<file path="config.mk">
export PLATFORM = sky130hd
export DESIGN_NAME = anti_theft_fsm
export DESIGN_NICKNAME = d
export VERILOG_FILES = /design/src/rtl/anti_theft_pkg.sv /design/src/rtl/anti_theft_fsm_countdown_timer.sv /design/src/rtl/anti_theft_fsm.sv
export SDC_FILE = /design/constraint.sdc
export NUM_CORES = 1
export LEC_CHECK = 0
export CORE_MARGIN = 2
export CORE_UTILIZATION = 40
export CTS_CLUSTER_DIAMETER = 40
export DETAILED_ROUTE_END_ITERATION = 16
export PLACE_DENSITY = 0.71
export SLEW_MARGIN = 20
export SYNTH_ARGS = -nofsm -noshare
export SYNTH_HDL_FRONTEND = slang
export SYNTH_SLANG_ARGS = --single-unit
</file>
<file path="constraint.sdc">
create_clock -name clock -period 2.4 [get_ports clock]
set_clock_uncertainty 0.05 [all_clocks]
set_input_delay 0.48 -clock clock [delete_from_list [all_inputs] [get_ports clock]]
set_output_delay 0.48 -clock clock [all_outputs]
set_load 0.005 [all_outputs]
</file>
<file path="src/rtl/anti_theft_pkg.sv">
// Shared types for the anti-theft sequencer: delay width and the state codes
// that also appear on the debug/display output.
package anti_theft_pkg;

  localparam int unsigned TW = 4;

  typedef enum logic [2:0] {
    ST_ARMED           = 3'd0,
    ST_TRIGGERED       = 3'd1,
    ST_SOUND_ALARM     = 3'd2,
    ST_DISARMED        = 3'd3,
    ST_WAIT_DOOR_OPEN  = 3'd4,
    ST_WAIT_DOOR_CLOSE = 3'd5,
    ST_ARM_DELAY       = 3'd6
  } state_e;

endpackage

</file>
<file path="src/rtl/anti_theft_fsm_countdown_timer.sv">
// Shared one-second countdown: load on start, decrement on each tick while
// running, and pulse expired for one cycle once the count has reached zero.
module countdown_timer #(
  parameter int unsigned W = anti_theft_pkg::TW
) (
  input  logic         clock,
  input  logic         reset,
  input  logic         one_hz_enable,
  input  logic         start,
  input  logic         stop,
  input  logic [W-1:0] value,
  output logic [W-1:0] count,
  output logic         expired
);

  logic [W-1:0] count_q, count_d;
  logic         running_q, running_d;
  logic         expired_q, expired_d;

  // start outranks stop, ticks and a pending expiry, so a reload discards them
  always_comb begin
    count_d   = count_q;
    running_d = running_q;
    expired_d = 1'b0;
    if (start) begin
      count_d   = value;
      running_d = 1'b1;
    end else if (stop) begin
      count_d   = '0;
      running_d = 1'b0;
    end else if (running_q) begin
      if (count_q == '0) begin
        expired_d = 1'b1;
        running_d = 1'b0;
      end else if (one_hz_enable) begin
        count_d = count_q - W'(1);
      end
    end
  end

  always_ff @(posedge clock or posedge reset) begin
    if (reset) begin
      count_q   <= '0;
      running_q <= 1'b0;
      expired_q <= 1'b0;
    end else begin
      count_q   <= count_d;
      running_q <= running_d;
      expired_q <= expired_d;
    end
  end

  assign count   = count_q;
  assign expired = expired_q;

endmodule

</file>
<file path="src/rtl/anti_theft_fsm.sv">
// Car anti-theft sequencer: arming, entry delay, siren and disarm, driving
// the single shared countdown timer through its delay-select mux.
module anti_theft_fsm #(
  parameter int unsigned TW = anti_theft_pkg::TW
) (
  input  logic          clock,
  input  logic          reset,
  input  logic          one_hz_enable,
  input  logic          ignition,
  input  logic          driver_door,
  input  logic          passenger_door,
  input  logic          reprogram,
  input  logic [TW-1:0] t_arm,
  input  logic [TW-1:0] t_driver,
  input  logic [TW-1:0] t_passenger,
  input  logic [TW-1:0] t_alarm,
  output logic          siren,
  output logic          status_indicator,
  output logic [2:0]    state,
  output logic [TW-1:0] time_remaining
);
  import anti_theft_pkg::*;

  state_e        state_q, state_d;
  logic          siren_q, siren_d;
  logic          status_q, status_d;
  logic          tmr_start, tmr_stop, tmr_expired;
  logic [TW-1:0] tmr_value, tmr_count;
  logic          any_door;

  assign any_door = driver_door | passenger_door;

  always_comb begin
    state_d   = state_q;
    tmr_start = 1'b0;
    tmr_stop  = 1'b0;
    tmr_value = t_driver;
    if (reprogram) begin
      state_d  = ST_ARMED;
      tmr_stop = 1'b1;
    end else begin
      case (state_q)
        ST_ARMED:
          if (ignition) state_d = ST_DISARMED;
          else if (driver_door) begin
            state_d   = ST_TRIGGERED;
            tmr_start = 1'b1;
            tmr_value = t_driver;
          end else if (passenger_door) begin
            state_d   = ST_TRIGGERED;
            tmr_start = 1'b1;
            tmr_value = t_passenger;
          end
        ST_TRIGGERED:
          if (ignition) state_d = ST_DISARMED;
          else if (tmr_expired) state_d = ST_SOUND_ALARM;
        ST_SOUND_ALARM:
          if (ignition) state_d = ST_DISARMED;
          else if (any_door) begin
            tmr_start = 1'b1;
            tmr_value = t_alarm;
          end else if (tmr_expired) state_d = ST_ARMED;
        ST_DISARMED:
          if (!ignition) state_d = ST_WAIT_DOOR_OPEN;
        ST_WAIT_DOOR_OPEN:
          if (ignition) state_d = ST_DISARMED;
          else if (driver_door) state_d = ST_WAIT_DOOR_CLOSE;
        ST_WAIT_DOOR_CLOSE:
          if (ignition) state_d = ST_DISARMED;
          else if (!any_door) begin
            state_d   = ST_ARM_DELAY;
            tmr_start = 1'b1;
            tmr_value = t_arm;
          end
        ST_ARM_DELAY:
          if (ignition) state_d = ST_DISARMED;
          else if (any_door) begin
            state_d  = ST_WAIT_DOOR_CLOSE;
            tmr_stop = 1'b1;
          end else if (tmr_expired) state_d = ST_ARMED;
        default: state_d = ST_ARMED;
      endcase
    end

    siren_d = (state_d == ST_SOUND_ALARM);
    // LED blinks only while staying in ARMED; any (re-)entry starts it dark
    case (state_d)
      ST_TRIGGERED, ST_SOUND_ALARM: status_d = 1'b1;
      ST_ARMED: status_d = (state_q == ST_ARMED && !reprogram) ?
                           (status_q ^ one_hz_enable) : 1'b0;
      default: status_d = 1'b0;
    endcase
  end

  always_ff @(posedge clock or posedge reset) begin
    if (reset) begin
      state_q  <= ST_ARMED;
      siren_q  <= 1'b0;
      status_q <= 1'b0;
    end else begin
      state_q  <= state_d;
      siren_q  <= siren_d;
      status_q <= status_d;
    end
  end

  countdown_timer #(.W(TW)) u_timer (
    .clock        (clock),
    .reset        (reset),
    .one_hz_enable(one_hz_enable),
    .start        (tmr_start),
    .stop         (tmr_stop),
    .value        (tmr_value),
    .count        (tmr_count),
    .expired      (tmr_expired)
  );

  assign siren            = siren_q;
  assign status_indicator = status_q;
  assign state            = state_q;
  assign time_remaining   = tmr_count;

endmodule
</file>
## Word level (Yosys, flattened, before mapping)

Cells that the tools add are included.

| word-level totals | value |
|---|---|
| bits in registers | 11 |
| input port bits | 23 |
| output and inout bits | 9 |

| cells by class | value |
|---|---|
| add/sub/neg operators | 1 |
| equal/unequal tests | 9 |
| mux-type cells | 52 |
| bitwise operators | 2 |
| reductions and logical operators | 9 |

Operators by type and width:

| cell | number |
|---|---|
| $mux 4 | 13 |
| $mux 3 | 16 |
| $pmux 3 s7 | 1 |
| $mux 1 | 19 |
| $pmux 4 s3 | 1 |
| $eq 3x2->1 const B | 3 |
| $eq 3x3->1 const B | 3 |
| $eq 3x1->1 const B | 2 |
| $logic_not 3->1 | 2 |
| $reduce_bool 3->1 | 2 |
| $logic_not 4->1 | 1 |
| $sub 4x1->4 const B | 1 |
| $ne 3x3->1 const B | 1 |
| $pmux 1 s3 | 1 |
| $reduce_and 3->1 | 1 |
| $pmux 1 s2 | 1 |
| $reduce_or 2->1 | 1 |
| $logic_and 1x1->1 | 1 |
| $logic_not 1->1 | 1 |
| $or 1x1->1 | 1 |
| $xor 1x1->1 | 1 |

## Longest topological paths before layout

| logic depth | value |
|---|---|
| depth after elaboration | 8 |
| mapped depth | 7 |

## Cells and area by module

Synthesis repeated with hierarchy kept, for this count alone.

| unflattened totals | value |
|---|---|
| cell total of the unflattened synthesis | 132 |
| area, all modules | 1066.0 um2 |

Modules (own cells, without submodules):

| module | times used | cells an instance | area each (um2) |
|---|---|---|---|
| anti_theft_fsm | 1 | 97 | 706.9 |
| countdown_timer | 1 | 35 | 359.1 |

## Worst setup path before layout

No wires, ideal clock.

| timing | value |
|---|---|
| path type | input-to-reg |
| start | input port driver_door |
| end | register u_timer.count_q[3], in the netlist u_timer.count[3] |
| arrival | 1.530 ns |
| required time | 2.263 ns |
| setup slack | 0.733 ns |
| stages | 6 |
| path through | buf_4 -> o21ba_4 -> a31o_1 -> o21ba_4 -> o211ai_1 -> a22oi_1 |

| between the ends | value |
|---|---|
| cells in the longest elaborated chain, start to end | 7 |

Ends and longest elaborated chain:

| element | line | source |
|---|---|---|
| start: declaration | anti_theft_fsm.sv:10 | `input logic driver_door,` |
| $or 1x1->1 | anti_theft_fsm.sv:31 | `assign any_door = driver_door \| passenger_door;` |
| $mux 1, on equally long branches | anti_theft_fsm.sv:70, anti_theft_fsm.sv:59, anti_theft_fsm.sv:77 |  |
| $mux 1, on equally long branches | anti_theft_fsm.sv:69, anti_theft_fsm.sv:58 |  |
| $pmux 1 s3 or $mux 1 (tied branches) | anti_theft_fsm.sv:42 | `case (state_q)` |
| $mux 1 | anti_theft_fsm.sv:38 | `if (reprogram) begin` |
| $ne 3x3->1 (no line), or another cell as far along | - |  |
| $reduce_and 3->1 (no line) or $mux 4 (tied branches) | - |  |
| end signal: assignment | anti_theft_fsm_countdown_timer.sv:47 | `count_q <= count_d;` |
| end: declaration | anti_theft_fsm_countdown_timer.sv:16 | `logic [W-1:0] count_q, count_d;` |

Parallel ways exist; a longest one is shown, timed or not.
A chain may end at the register's enable or synchronous reset.

## Worst setup path in the final report

| timing | value |
|---|---|
| start | input port passenger_door |
| end | register u_timer.count_q[2], in the netlist u_timer.count[2] |

| between the ends | value |
|---|---|
| cells in the longest elaborated chain, start to end | 7 |

Ends and longest elaborated chain:

| element | line | source |
|---|---|---|
| start: declaration | anti_theft_fsm.sv:11 | `input logic passenger_door,` |
| $or 1x1->1 or $mux 1 (tied branches) | anti_theft_fsm.sv:31, anti_theft_fsm.sv:49 |  |
| $mux 1, on equally long branches | - |  |
| $mux 1, on equally long branches | anti_theft_fsm.sv:69, anti_theft_fsm.sv:44, anti_theft_fsm.sv:58 |  |
| $pmux 1 s3 or $mux 1 (tied branches) | anti_theft_fsm.sv:42 |  |
| $mux 1 | anti_theft_fsm.sv:38 |  |
| $ne 3x3->1 (no line), or another cell as far along | - |  |
| $reduce_and 3->1 (no line) or $mux 4 (tied branches) | - |  |

Parallel ways exist; a longest one is shown, timed or not.

==> summary.md <==
| Metric | Value |
|---|---|
| CP Class | in2reg |
| Drt first pass iters | 4 |
| Peak supply drop | around 0.30 mV |
| Commonest non-fill, non-tap cell in the layout | clkdlybuf4s50_1 |
| Switching share of power | 0.327 |
| Die Wd | 53.3 µm |
| Post-synth cell types | 42 |
| Post-synth EDFFs | 0 |
| Tot GR Track Use | 0.204 |
| Synth warn | 0 |
| Final net count | between 150 and 200 |
| Commonest cells after routing, fill and taps aside | clkdlybuf4s50_1, dfrtp_1, nor2_1, mux2i_1, nand2_1 |
| Clock power share | 0.216 |
| Insertion delay to the later sink of the worst-skew pair | ~260 ps |
| Routed WL per cell | ~15 µm |
| Synthesized Nets | 137 |
| Drt total wl | 2.58 mm |
| Sequential share of the synthesized area | 0.284 |
| Antenna viol nets, final | 0 |
| Sequential Power Share | 0.397 |
| Fin util | 0.587 |
| # Post-CTS Setup Buffers | 0 |
| Critical Path Source | passenger_door |
| Leakage | about 0.52 nW |
| CTS HTree Levels | 1 |
| Top_reg_cell synth | dfrtp_1 |
| Root buffer cell | clkbuf_4 |
| Share of cells above drive strength 1 | 0.110 |
| CP Launch Type | primary input |
| Initial antenna violation count | 0 |
| Synth Register Bits | 11 |
| Pwr dens | 436 mW/mm² |
| Fillers | 226 |
| Max stage delay on crit path | around 550 ps |
| Comb pwr share | 0.387 |
| Final hold vios | 0 |
| Post-Syn Area | 971 µm² |
| Vias in the first global route | 956 |
| Setup crit end kind | flip-flop |
| Slew HR | 0.677 |
| Vias post-DR | ~950 |
| Unrepaired setup endpoints after global routing | no |
| Slew @ Worst Pin | a little under 500 ps |
| Arr. time, crit path | about 2200 ps |
| Period utilisation layout | 0.866 |
| Setup Viol. Count Final | 0 |
| Drt drc | 0 |
| Inst Count DP | about 170 |
| Fmax | just under 0.5 GHz |
| Crit path max fanout | 8 |
| Largest net degree at the start of global routing | 17 |
| Setup ws final | roughly 320 ps |
| Cells on worst reg2reg path | 5 |
| Cells after Synth | approximately 110 |
| Post-DP HPWL | 1.96 mm |
| Status | finished clean |
| Xor/xnor share of the synthesized area | 0.0271 |
| Final setup TNS | 0 ps |
| Syn_area_per_cell | between 8 and 9 µm² |
| Final GP Congestion | slightly above 0.8 |
| # IOs | 32 |
| Worst-path clk slew | 80 ps |
| Crit path max-delay cell type | clkdlybuf4s50_1 |
| Drt first-iter violations | 22 |
| Hold Crit Class | in2async |
| Post-synthesis simple-gate area fraction | 0.236 |
| Ys async rst share | 1.00 |
| Fin crit period | roughly 2100 ps |
| Port Buf Inserts | 31 |
| Diode count | 0 |
| Num CTS Buffers | 3 |
| Post-synthesis adder-cell area fraction | 0.0129 |
| Reg2reg setup slack | between 400 and 500 ps |
| Die H | 53.3 µm |
| Remaining Overflow, GRT | 0 |
| Area growth from synthesis to layout | 36.3% |
| Switching Power | 0.189 mW |
| First-pass GRT wire length | 4.20 mm |
| CP Data Required Time | ~2500 ps |
| DR vias/cell | between 5 and 6 |
| Synth Area in Compound Gates | 0.269 |
| CP cell instances | clkdlybuf4s50_1 -> buf_4 -> nor3_4 -> mux2i_1 -> a32oi_1 -> nand3_1 -> a22oi_1 |
| Max Slew Vio Count | 0 |
| Largest family of logic cells by synthesized area | compound AO/OA/AOI/OAI gates |
| Die area | roughly 0.0028 mm² |
| Row count | 17 |
| DP Worst Slack | around 73 ps |
| Fin cells | approximately 170 |
| Core box area | 0.00225 mm² |
| Reg2reg end | u_timer.count[2] |
| Post-CTS Hold Fix Bufs | 0 |
| Starting Density | 0.431 |
| Clk sink count | 11 |
| Worst hold slack | between 400 and 500 ps |
| Maxcap violations | 0 |
| Internal Pwr Total | 0.389 mW |
| Cts repair resizes | 0 |
| Maximum buffer depth of the clock tree | 2 |
| Reg-to-Reg Start | state[1] |
| Mux share of post-synthesis cell area | 0.0966 |
| CTS tree | yes |
[critical path: cells and delay by family]
family,cells,cell delay [ps]
mux,1,130
buf+inv,2,780
compound gates,2,370
simple gates,2,450
[state kept, by name, indices dropped and copies added (netlist names)]
| register | cells |
|---|---|
| siren | 1 |
| status_indicator | 1 |
| u_timer.count | 4 |
| u_timer.running_q | 1 |
| u_timer.expired | 1 |
| state | 3 |
[power groups by stage]
stage | Clock, mW | Sequential (mW) | Combinational (mW)
after CTS | 0.132 | 0.229 | 0.224
after detailed placement | 0 | 0.233 | 0.222
after global placement | 0 | 0.233 | 0.219
final | 0.125 | 0.229 | 0.224
after floorplan | 0 | 0.223 | 0.134
after global routing | 0.144 | 0.234 | 0.246
[synth_stat cells, drive strengths merged, types with 2 or more instances]
cell / instances / share of area
dfrtp: 11 / 0.28
nor2: 10 / 0.041
mux2i: 9 / 0.097
nand2: 8 / 0.031
o21ai: 8 / 0.041
buf: 7 / 0.052
inv: 6 / 0.023
nand3: 5 / 0.026
o211ai: 5 / 0.039
a21oi: 4 / 0.021
nor2b: 4 / 0.026
nor3: 3 / 0.032
nor3b: 3 / 0.023
a22oi: 2 / 0.015
a31oi: 2 / 0.013
a32oi: 2 / 0.018
and3: 2 / 0.013
and3b: 2 / 0.018
o21ba: 2 / 0.034
o21bai: 2 / 0.015
xnor2: 2 / 0.018
[cell families after synthesis]
logic type / after synthesis
AO/OA/AOI/OAI: 35
multiplexers: 9
AND/OR/NAND/NOR: 41
flip-flops: 11
buffers and inverters: 13
XOR/XNOR: 3
adder cells (fa/ha/maj): 1
[per-stage QoR]
stage	power (mW)	instance area, µm²
finish	0.578	1320
global route	0.624	1320
CTS	0.585	1320
detailed placement	0.454	1300
global placement	0.452	1300
floorplan	0.357	971
[area by class of cell]
class	instances	area, µm²	share of cell area
Clock inverter	1	5.00	0.00378
Multi-Input combinational cell	89	623	0.471
Tap cell	28	35.0	0.0265
Inverter	6	22.5	0.0170
Sequential cell	11	275	0.208
Clock buffer	3	22.5	0.0170
Timing Repair Buffer	35	340	0.257
[metal layers]
layer / global-route usage / vias up / part of all wire
met4: 0.0641 / 0 / 0.0054
met2: 0.348 / 24 / 0.46
met1: 0.267 / 446 / 0.48
li1: - / 482 / -
met5: 0 / - / 0
met3: 0.0226 / 2 / 0.052
[worst max path at each step]
stage | depth (start not counted) | slack (ps) | endpoint
floorplan | 6 | 730 | u_timer.count[3]
finish | 7 | 320 | u_timer.count[2]
global placement | 7 | 110 | u_timer.count[2]
global route | 6 | 230 | status_indicator
CTS | 7 | 340 | u_timer.count[2]
detailed placement | 7 | 70 | u_timer.count[2]
(Power assumes the default switching activity.)
